--- src/rtl/calcu_pkg.sv ---
// Shared definitions for the 4-bit calculator front end.
// Contents:
//   estado_t   capture FSM states; the encoding is shown on the board LEDs.
//   NUM_OPS    number of valid operation codes (0..NUM_OPS-1).
//   OP_*       operation codes understood by the calculator.
package calcu_pkg;

    localparam int NUM_OPS = 10;

    localparam logic [3:0] OP_SUM    = 4'd0;
    localparam logic [3:0] OP_REST   = 4'd1;
    localparam logic [3:0] OP_MOD    = 4'd2;
    localparam logic [3:0] OP_MULT   = 4'd3;
    localparam logic [3:0] OP_DIV    = 4'd4;
    localparam logic [3:0] OP_AND    = 4'd5;
    localparam logic [3:0] OP_OR     = 4'd6;
    localparam logic [3:0] OP_XOR    = 4'd7;
    localparam logic [3:0] OP_LSHIFT = 4'd8;
    localparam logic [3:0] OP_RSHIFT = 4'd9;

    typedef enum logic [2:0] {
        ESPERA_A   = 3'd0,
        ESPERA_B   = 3'd1,
        ESPERA_OP  = 3'd2,
        CALCULA    = 3'd3,
        CAPTURA    = 3'd4,
        MUESTRA    = 3'd5
    } estado_t;

endpackage

--- src/rtl/sincroniza_pulso.sv ---
// Synchroniser plus rising-edge detector for an asynchronous, already
// debounced push-button level.  Produces a registered one-cycle pulse
// SYNC_STAGES+1 cycles after the input rises.
// Ports:
//   clk, rst_n  clock, asynchronous active-low reset
//   din         asynchronous button level
//   pulso       one-cycle pulse on each rising edge of din
module sincroniza_pulso #(
    parameter int SYNC_STAGES = 2   // must be >= 2
) (
    input  logic clk,
    input  logic rst_n,
    input  logic din,
    output logic pulso
);

    logic [SYNC_STAGES-1:0] sync;
    logic                   prev;

    always_ff @(posedge clk or negedge rst_n) begin
        if (!rst_n) begin
            sync  <= '0;
            prev  <= 1'b0;
            pulso <= 1'b0;
        end else begin
            sync  <= {sync[SYNC_STAGES-2:0], din};
            prev  <= sync[SYNC_STAGES-1];
            pulso <= sync[SYNC_STAGES-1] & ~prev;
        end
    end

endmodule

--- src/rtl/captura_operaciones.sv ---
// Sequential front end for the combinational 4-bit calculator.  Captures
// operand A, operand B and the opcode from the switches, one "enter" press
// per item, presents them to the calculator, and registers the returned
// result and flags for display until the next operation starts.
// Ports:
//   clk, rst_n              clock, asynchronous active-low reset
//   dato_in, sel_in         operand / opcode switches
//   boton, cancelar         enter / abort buttons (async, debounced levels)
//   a_out, b_out,
//   seleccion_out           operands and opcode driven to the calculator
//   salida_in, flags_in     calculator result and flags
//   resultado, flags        registered result and flags
//   valido                  resultado/flags hold a fresh result
//   error_op                sticky rejected-opcode indicator
//   estado                  FSM state for LEDs
//   num_ops                 completed-operation counter (wraps)
module captura_operaciones
    import calcu_pkg::*;
#(
    parameter int N           = 4,
    parameter int NUM_OPS     = calcu_pkg::NUM_OPS,
    parameter int SYNC_STAGES = 2
) (
    input  logic         clk,
    input  logic         rst_n,
    input  logic [N-1:0] dato_in,
    input  logic [3:0]   sel_in,
    input  logic         boton,
    input  logic         cancelar,
    output logic [N-1:0] a_out,
    output logic [N-1:0] b_out,
    output logic [3:0]   seleccion_out,
    input  logic [N-1:0] salida_in,
    input  logic [3:0]   flags_in,
    output logic [N-1:0] resultado,
    output logic [3:0]   flags,
    output logic         valido,
    output logic         error_op,
    output logic [2:0]   estado,
    output logic [7:0]   num_ops
);

    logic    pulso_ok;
    logic    pulso_cancel;
    estado_t st;

    sincroniza_pulso #(.SYNC_STAGES(SYNC_STAGES)) u_sync_ok (
        .clk   (clk),
        .rst_n (rst_n),
        .din   (boton),
        .pulso (pulso_ok)
    );

    sincroniza_pulso #(.SYNC_STAGES(SYNC_STAGES)) u_sync_cancel (
        .clk   (clk),
        .rst_n (rst_n),
        .din   (cancelar),
        .pulso (pulso_cancel)
    );

    assign estado = st;

    // Cancel is honoured everywhere except while an operation is in flight,
    // so a started calculation always completes and is counted.
    logic cancel_ok;
    assign cancel_ok = pulso_cancel && (st != CALCULA) && (st != CAPTURA);

    always_ff @(posedge clk or negedge rst_n) begin
        if (!rst_n) begin
            st            <= ESPERA_A;
            a_out         <= '0;
            b_out         <= '0;
            seleccion_out <= '0;
            resultado     <= '0;
            flags         <= '0;
            valido        <= 1'b0;
            error_op      <= 1'b0;
            num_ops       <= '0;
        end else if (cancel_ok) begin
            // Result registers and counter deliberately survive a cancel.
            st            <= ESPERA_A;
            a_out         <= '0;
            b_out         <= '0;
            seleccion_out <= '0;
            error_op      <= 1'b0;
        end else begin
            case (st)
                ESPERA_A: if (pulso_ok) begin
                    a_out    <= dato_in;
                    error_op <= 1'b0;
                    st       <= ESPERA_B;
                end
                ESPERA_B: if (pulso_ok) begin
                    b_out <= dato_in;
                    st    <= ESPERA_OP;
                end
                ESPERA_OP: if (pulso_ok) begin
                    if (32'(sel_in) < NUM_OPS) begin
                        seleccion_out <= sel_in;
                        st            <= CALCULA;
                    end else begin
                        error_op <= 1'b1;
                    end
                end
                CALCULA: begin
                    // Operands have been stable for a full cycle, so the
                    // calculator output is settled: sample it on the edge
                    // that enters CAPTURA, two cycles after the opcode pulse.
                    resultado <= salida_in;
                    flags     <= flags_in;
                    valido    <= 1'b1;
                    num_ops   <= num_ops + 8'd1;
                    st        <= CAPTURA;
                end
                CAPTURA: st <= MUESTRA;
                MUESTRA: if (pulso_ok) begin
                    // The press starts the next operation with its operand A.
                    valido <= 1'b0;
                    a_out  <= dato_in;
                    st     <= ESPERA_B;
                end
                default: st <= ESPERA_A;
            endcase
        end
    end

endmodule

--- config.mk ---
export PLATFORM = sky130hd
export DESIGN_NAME = captura_operaciones
export DESIGN_NICKNAME = d
export VERILOG_FILES = /design/src/rtl/calcu_pkg.sv /design/src/rtl/sincroniza_pulso.sv /design/src/rtl/captura_operaciones.sv
export SDC_FILE = /design/constraint.sdc
export NUM_CORES = 1
export LEC_CHECK = 0
export CORE_MARGIN = 1
export CORE_UTILIZATION = 43
export CTS_BUF_LIST = sky130_fd_sc_hd__clkbuf_4
export DETAILED_ROUTE_END_ITERATION = 10
export HOLD_SLACK_MARGIN = 0.12
export PLACE_DENSITY = 0.78
export SKIP_LAST_GASP = 1
export SLEW_MARGIN = 20
export SYNTH_ARGS = -nofsm -noshare
export SYNTH_HDL_FRONTEND = slang
export SYNTH_SLANG_ARGS = --single-unit
--- constraint.sdc ---
create_clock -name clk -period 1.3 [get_ports clk]
set_input_delay 0.195 -clock clk [delete_from_list [all_inputs] [get_ports clk]]
set_output_delay 0.195 -clock clk [all_outputs]
set_load 0.02 [all_outputs]
==> metrics, run 1 <==
Max VDD drop=around 1300 uV; wire length per cell=14.76 um; Critical Path Start=estado[2]; Reg-to-Reg Start=estado[2]; Nets=around 260; Placed Area=2342 um2; synthesized instance count=155; min Tclk post-route=between 1 and 1.5 ns; Worst-Margin Slew=0.3381 ns; PD cells=1867 nW/um2; critical path type=flop to flop; Setup crit start kind=flop; proportion of layout cells with a drive suffix above 1=32.22%; flops & latches, synth=41; FFs w/ async S/R, synth=100.0%; starting DRC count in detailed routing=62; post-route cell area=2572 um2; top post-synthesis cells by area=dfrtp_1, nand2_1, mux2i_1, xnor2_1, nor2_1; vias in the first global route=1481; crit share post-route=113.5%; clock sink count=41; clock network power share=a little over an eighth; Horiz. Die Dim=64.72 um; TritonCTS Buffers=5; hpwl dp=2507 um; P&R area growth vs syn=52.07%; CP peak stage delay=0.46 ns; IO Pins=between 50 and 60; Reg power frac=38.6%; Mapped Nets=176; Initial Util=45.52%; most frequent cells in the layout=dfrtp_1, nand2_1, buf_4; Comb pwr share=48.0%; largest area contributor in the netlist=dfrtp_1; via count=1456; mapped cell area=1692 um2; met3 Use GR=approximately 8.5%; WP data arrival=1.76 ns; net switching fraction of the power=around two fifths; failing checks=negative setup slack; Routed WL=4236 um; Core Util, Final=a little under 70%; cell internal pwr=2.936 mW; Die ar.=4189 um2; Reg clk slew, reported paths=0.12 ns; initial antenna violation count=0; f_max=677.6 MHz; worst-path cell with the longest stage delay=dfrtp_2; CP required=roughly 1.6 ns; overall power=slightly below 5 mW; Detailed Routing Iterations Pass 1=4; Hold/Removal Path Class=input pin to asynchronous set/reset pin; Seq/Total Area, Yosys=60.65%; Fin Hold WS=0.2684 ns; Setup crit end kind=flop; H-tree Lvls=2; P_leak=1.262 nW; Clock Tree Buf Depth=2; first-pass GRT wire length=6679 um; met1 usage in global routing=23.90%; final setup margin=-0.1759 ns; post-placement setup slack=-0.2823 ns; clk_lat worst skew=0.35 ns; post-synth cell types=29; Synth warnings=0; Max-Slew Margin vs Limit=roughly 77%; Pins Over Slew Limit=0; Post-synth EDFFs=0; final hold vios=0; post-synth top area share=60.65%; crit-path cells=buf_6 > or3b_4 > nand2_4 > nor4b_2 > o32a_1; Avg Inst Size Synth=10.91 um2; Core ar.=3716 um2; max-cap violations=0; leading cell type in the layout, fill and taps excluded=dfrtp_1; CTS tree=done; grt peak-use layer=met2; Overall Global Routing Usage=21.26%; Antenna Violating Nets Remaining=0; maximum number of pins on one net before global-route repair=30; antenna fix cells=0; M2 GR Usage=37.37%; Cell Rows=22; GPL Wtd Cong=0.7408; dpl cells=~260; CTS root buffer=clkbuf_4; Synth Flop Type=dfrtp_1; Finished Layout Cells=287; Fillers=between 200 and 300; CP Max Fanout=6; # port buffers=52; vias per std cell=5.073; Clock Skew=0.003916 ns; status=finished with violations; DRC errors left=0; RSZ-0062 raised after global routing=yes; Die H=64.72 um; gr ovfl total=0; switching pwr=around 1.9 mW; final setup violation count=17; Final TNS setup=-1.011 ns
==> worst paths after layout <==
kind                                          to  slack [ns]  depth (start not counted)
setup / recovery                        error_op       -0.18                          5
hold / removal                        num_ops[3]        0.27                          2
setup reg to reg                        error_op       -0.18                          5
hold reg to reg            u_sync_cancel.sync[1]        0.36                          0
max in group asynchronous              estado[0]        0.57                          3
min in group clk           u_sync_cancel.sync[0]        0.28                          1
==> flip-flops by register name, summed over array words and instances, names as in the netlist, 2 cells and up <==
name                count
a_out                   4
b_out                   4
estado                  3
flags                   4
num_ops                 8
resultado               4
seleccion_out           4
u_sync_cancel.sync      2
u_sync_ok.sync          2
==> power groups by stage <==
stage / clock network, mW / registers, mW / logic [mW]
4_1_cts: 0.654 / 1.83 / 2.12
2_1_floorplan: 0 / 2.25 / 0.658
3_5_place_dp: 0 / 1.90 / 2.01
5_1_grt: 0.730 / 1.90 / 2.47
6_report: 0.642 / 1.85 / 2.31
3_3_place_gp: 0 / 1.88 / 1.98
==> routing by layer <==
layer  part of all wire, %  vias to the layer above  wire length [um]
li1                      -                      680                 -
met1                    40                      692              1680
met2                    50                       78              2123
met3                   9.0                        6               382
met4                   1.2                        0                50
met5                     0                        -                 0
==> logic make-up after synthesis <==
family | after synthesis | synth area share (%)
adder cells (fa/ha/maj) | 1 | 0.7395
AND/OR/NAND/NOR | 68 | 18.86
buffers and inverters | 9 | 3.328
XOR/XNOR | 9 | 4.660
AO/OA/AOI/OAI | 19 | 7.027
multiplexers | 8 | 4.734
flip-flops | 41 | 60.65
==> area by class of cell <==
cell class | count | area (um2) | share of cell area [%]
Sequential cell | 41 | 1031 | 40.08
Timing Repair Buffer | 84 | 732.0 | 28.45
Multi-Input combinational cell | 106 | 689.4 | 26.80
Tap cell | 48 | 60.06 | 2.335
Clock buffer | 6 | 45.04 | 1.751
Clock inverter | 2 | 15.01 | 0.5837
==> synth_stat cells (all sizes together), types with 2 or more instances <==
library cell	instances
nand4	2
buf	7
nor2b	3
o21ai	7
a21oi	7
dfrtp	41
mux2i	8
xnor2	8
nor4b	2
nand2	37
clkbuf	2
nor2	12
nand3b	4
nand3	3
and3	2
==> critical path: cells and delay by family (launching register included) <==
family | cells | cell delay (ns)
simple gates | 3 | 0.59
flops | 1 | 0.46
compound gates | 1 | 0.22
buf+inv | 1 | 0.14
==> timing repair <==
action | in CTS | in global routing
resized for setup | 53 | 57
endpoints found under the setup margin | 49 | 60
hold endpoints to repair | 41 | 0
hold buffers | 1 | 0
setup buffers | 13 | 3
pin swaps | 9 | 12
cloned | 1 | 0
Power figures use the tool's default switching activity.
==> inputs of run 2 (changes only) <==
--- a/config.mk
+++ b/config.mk
@@ -5,6 +5,7 @@
 export SDC_FILE = /design/constraint.sdc
 export NUM_CORES = 1
 export LEC_CHECK = 0
+export CORE_ASPECT_RATIO = 1.75
 export CORE_MARGIN = 1
 export CORE_UTILIZATION = 43
 export CTS_BUF_LIST = sky130_fd_sc_hd__clkbuf_4
==> metrics, run 2 (same netlist as run 1, synthesis figures left out) <==
crit share post-route=105.9%; Clock Skew=0.01256 ns; cell internal pwr=3.011 mW; switching pwr=1.776 mW; TritonCTS Buffers=5; # port buffers=52; Max-Slew Margin vs Limit=about three quarters; vias per std cell=around 5.2; Horiz. Die Dim=49.42 um; Fin Hold WS=0.2504 ns; gr ovfl total=0; initial antenna violation count=0; antenna fix cells=0; max reg flops=8; post-route cell area=about 2500 um2; wire length per cell=15.35 um; Setup crit end kind=flop; max-cap violations=0; failing checks=negative setup slack; dpl cells=259; P_leak=1.236 nW; worst-path cell with the longest stage delay=dfrtp_2; clk_lat worst skew=0.36 ns; P&R area growth vs syn=49.56%; Cell Rows=29; clock sink count=between 40 and 50; f_max=a little over 700 MHz; status=finished with violations; Comb pwr share=43.6%; Setup crit start kind=flop; clock network power share=17.3%; Antenna Violating Nets Remaining=0; Clock Tree Buf Depth=2; proportion of layout cells with a drive suffix above 1=23.93%; post-placement setup slack=-0.3657 ns; CP Max Fanout=12; worst r2r dst=seleccion_out[2]; Nets=254; Overall Global Routing Usage=22.35%; cells on worst reg2reg path=3; maximum number of pins on one net before global-route repair=17; CP required=about 1.6 ns; Placed Area=2327 um2; most frequent cells in the layout=dfrtp_1, nand2_1, clkdlybuf4s15_1, buf_4, clkdlybuf4s50_1; Worst-Margin Slew=about 0.35 ns; min Tclk post-route=around 1.4 ns; RSZ-0062 raised after global routing=yes; WP data arrival=1.66 ns; CTS tree=done; vias in the first global route=approximately 1500; Worst R2R Setup Slack=-0.08 ns; GPL Wtd Cong=0.8106; Core Util, Final=68.36%; via count=1454; first-pass GRT wire length=7072 um; H-tree Lvls=2; Initial Util=45.71%; CP top delay family=simple AND/OR/NAND/NOR gates; DRC errors left=0; Die H=84.98 um; CP bufs+invs=0; critical path type=flop to flop; Reg clk slew, reported paths=0.12 ns; Routed WL=4299 um; CP peak stage delay=0.48 ns; Pins Over Slew Limit=0; IO Pins=53; Detailed Routing Iterations Pass 1=4; leading cell type in the layout, fill and taps excluded=dfrtp_1; Finished Layout Cells=280; net switching fraction of the power=between 30% and 40%; Core ar.=3701 um2; Hold/Removal Path Class=input pin to asynchronous set/reset pin; starting DRC count in detailed routing=27; final setup violation count=17; Biggest register=num_ops; final hold vios=0; Reg power frac=approximately 40%; PD cells=1892 nW/um2; crit-path cells=or3b_4 > and3_4 > nor2_1; Die ar.=4199 um2; final setup margin=-0.07650 ns; CTS root buffer=clkbuf_4; hpwl dp=2872 um; Max VDD drop=1346 uV; Reg-to-Reg Start=estado[1]
run 2: final cells by class:
type                       count  area [um2]
clock inverter                 2       33.78
clock buffer                   6       45.04
multi-input combinational    105       650.6
sequential                    41        1030
timing repair buffer          80       713.2
tap                           46       57.56
fill                         301        1171
run 2: worst register-to-register path, cell delays in order (launching register included):
cell and delay, ns:
dfrtp_2 0.48, or3b_4 0.43, and3_4 0.24, nor2_1 0.14
run 2: layer usage:
metal	vias to the layer above	wire length (um)	track usage, %
met4	0	120	11.17
met1	706	1549	24.11
met5	-	0	0
met2	65	2339	38.85
met3	12	290	6.810
li1	671	-	-
run 2: how the worst max path moves through the flow:
stage                                   to  slack, ns  startpoint  depth (start not counted)
after floorplan                   b_out[1]      -0.07   estado[2]                          5
after global placement    seleccion_out[3]      -0.21   sel_in[2]                          5
after detailed placement  seleccion_out[2]      -0.37   sel_in[2]                          5
after CTS                        estado[2]      -0.05   estado[2]                          1
after global routing            num_ops[5]      -0.13   estado[0]                          5
final                     seleccion_out[2]      -0.08   estado[1]                          3
run 2: power groups by stage:
stage | clock network (mW) | registers (mW) | logic [mW]
finish | 0.828 | 1.87 | 2.09
detailed placement | 0 | 1.91 | 1.98
floorplan | 0 | 2.25 | 0.658
CTS | 0.849 | 1.85 | 1.95
global route | 0.898 | 1.91 | 2.25
global placement | 0 | 1.89 | 1.92
run 2: what timing repair did:
action | 4_1_cts | 5_1_grt
pin swaps | 6 | 8
setup endpoints to repair | 48 | 57
endpoints found under the hold margin | 41 | 0
setup buffers | 9 | 3
hold buffers | 1 | 0
resized for setup | 53 | 35
run 2: through the flow:
step / power (mW) / setup TNS [ns]
after global placement: 3.805 / -1.039
final: 4.788 / -0.6930
after floorplan: 2.906 / -0.6533
after CTS: 4.649 / -0.4215
after global routing: 5.060 / -2.224
after detailed placement: 3.890 / -1.680
==> inputs of run 3 (changes only) <==
--- a/config.mk
+++ b/config.mk
@@ -13,7 +13,7 @@
 export HOLD_SLACK_MARGIN = 0.12
 export PLACE_DENSITY = 0.78
 export SKIP_LAST_GASP = 1
-export SLEW_MARGIN = 20
+export SLEW_MARGIN = 10
 export SYNTH_ARGS = -nofsm -noshare
 export SYNTH_HDL_FRONTEND = slang
 export SYNTH_SLANG_ARGS = --single-unit
==> results of run 3 <==
Same layout as run 2: the final DEF is identical, and so are final timing and power.
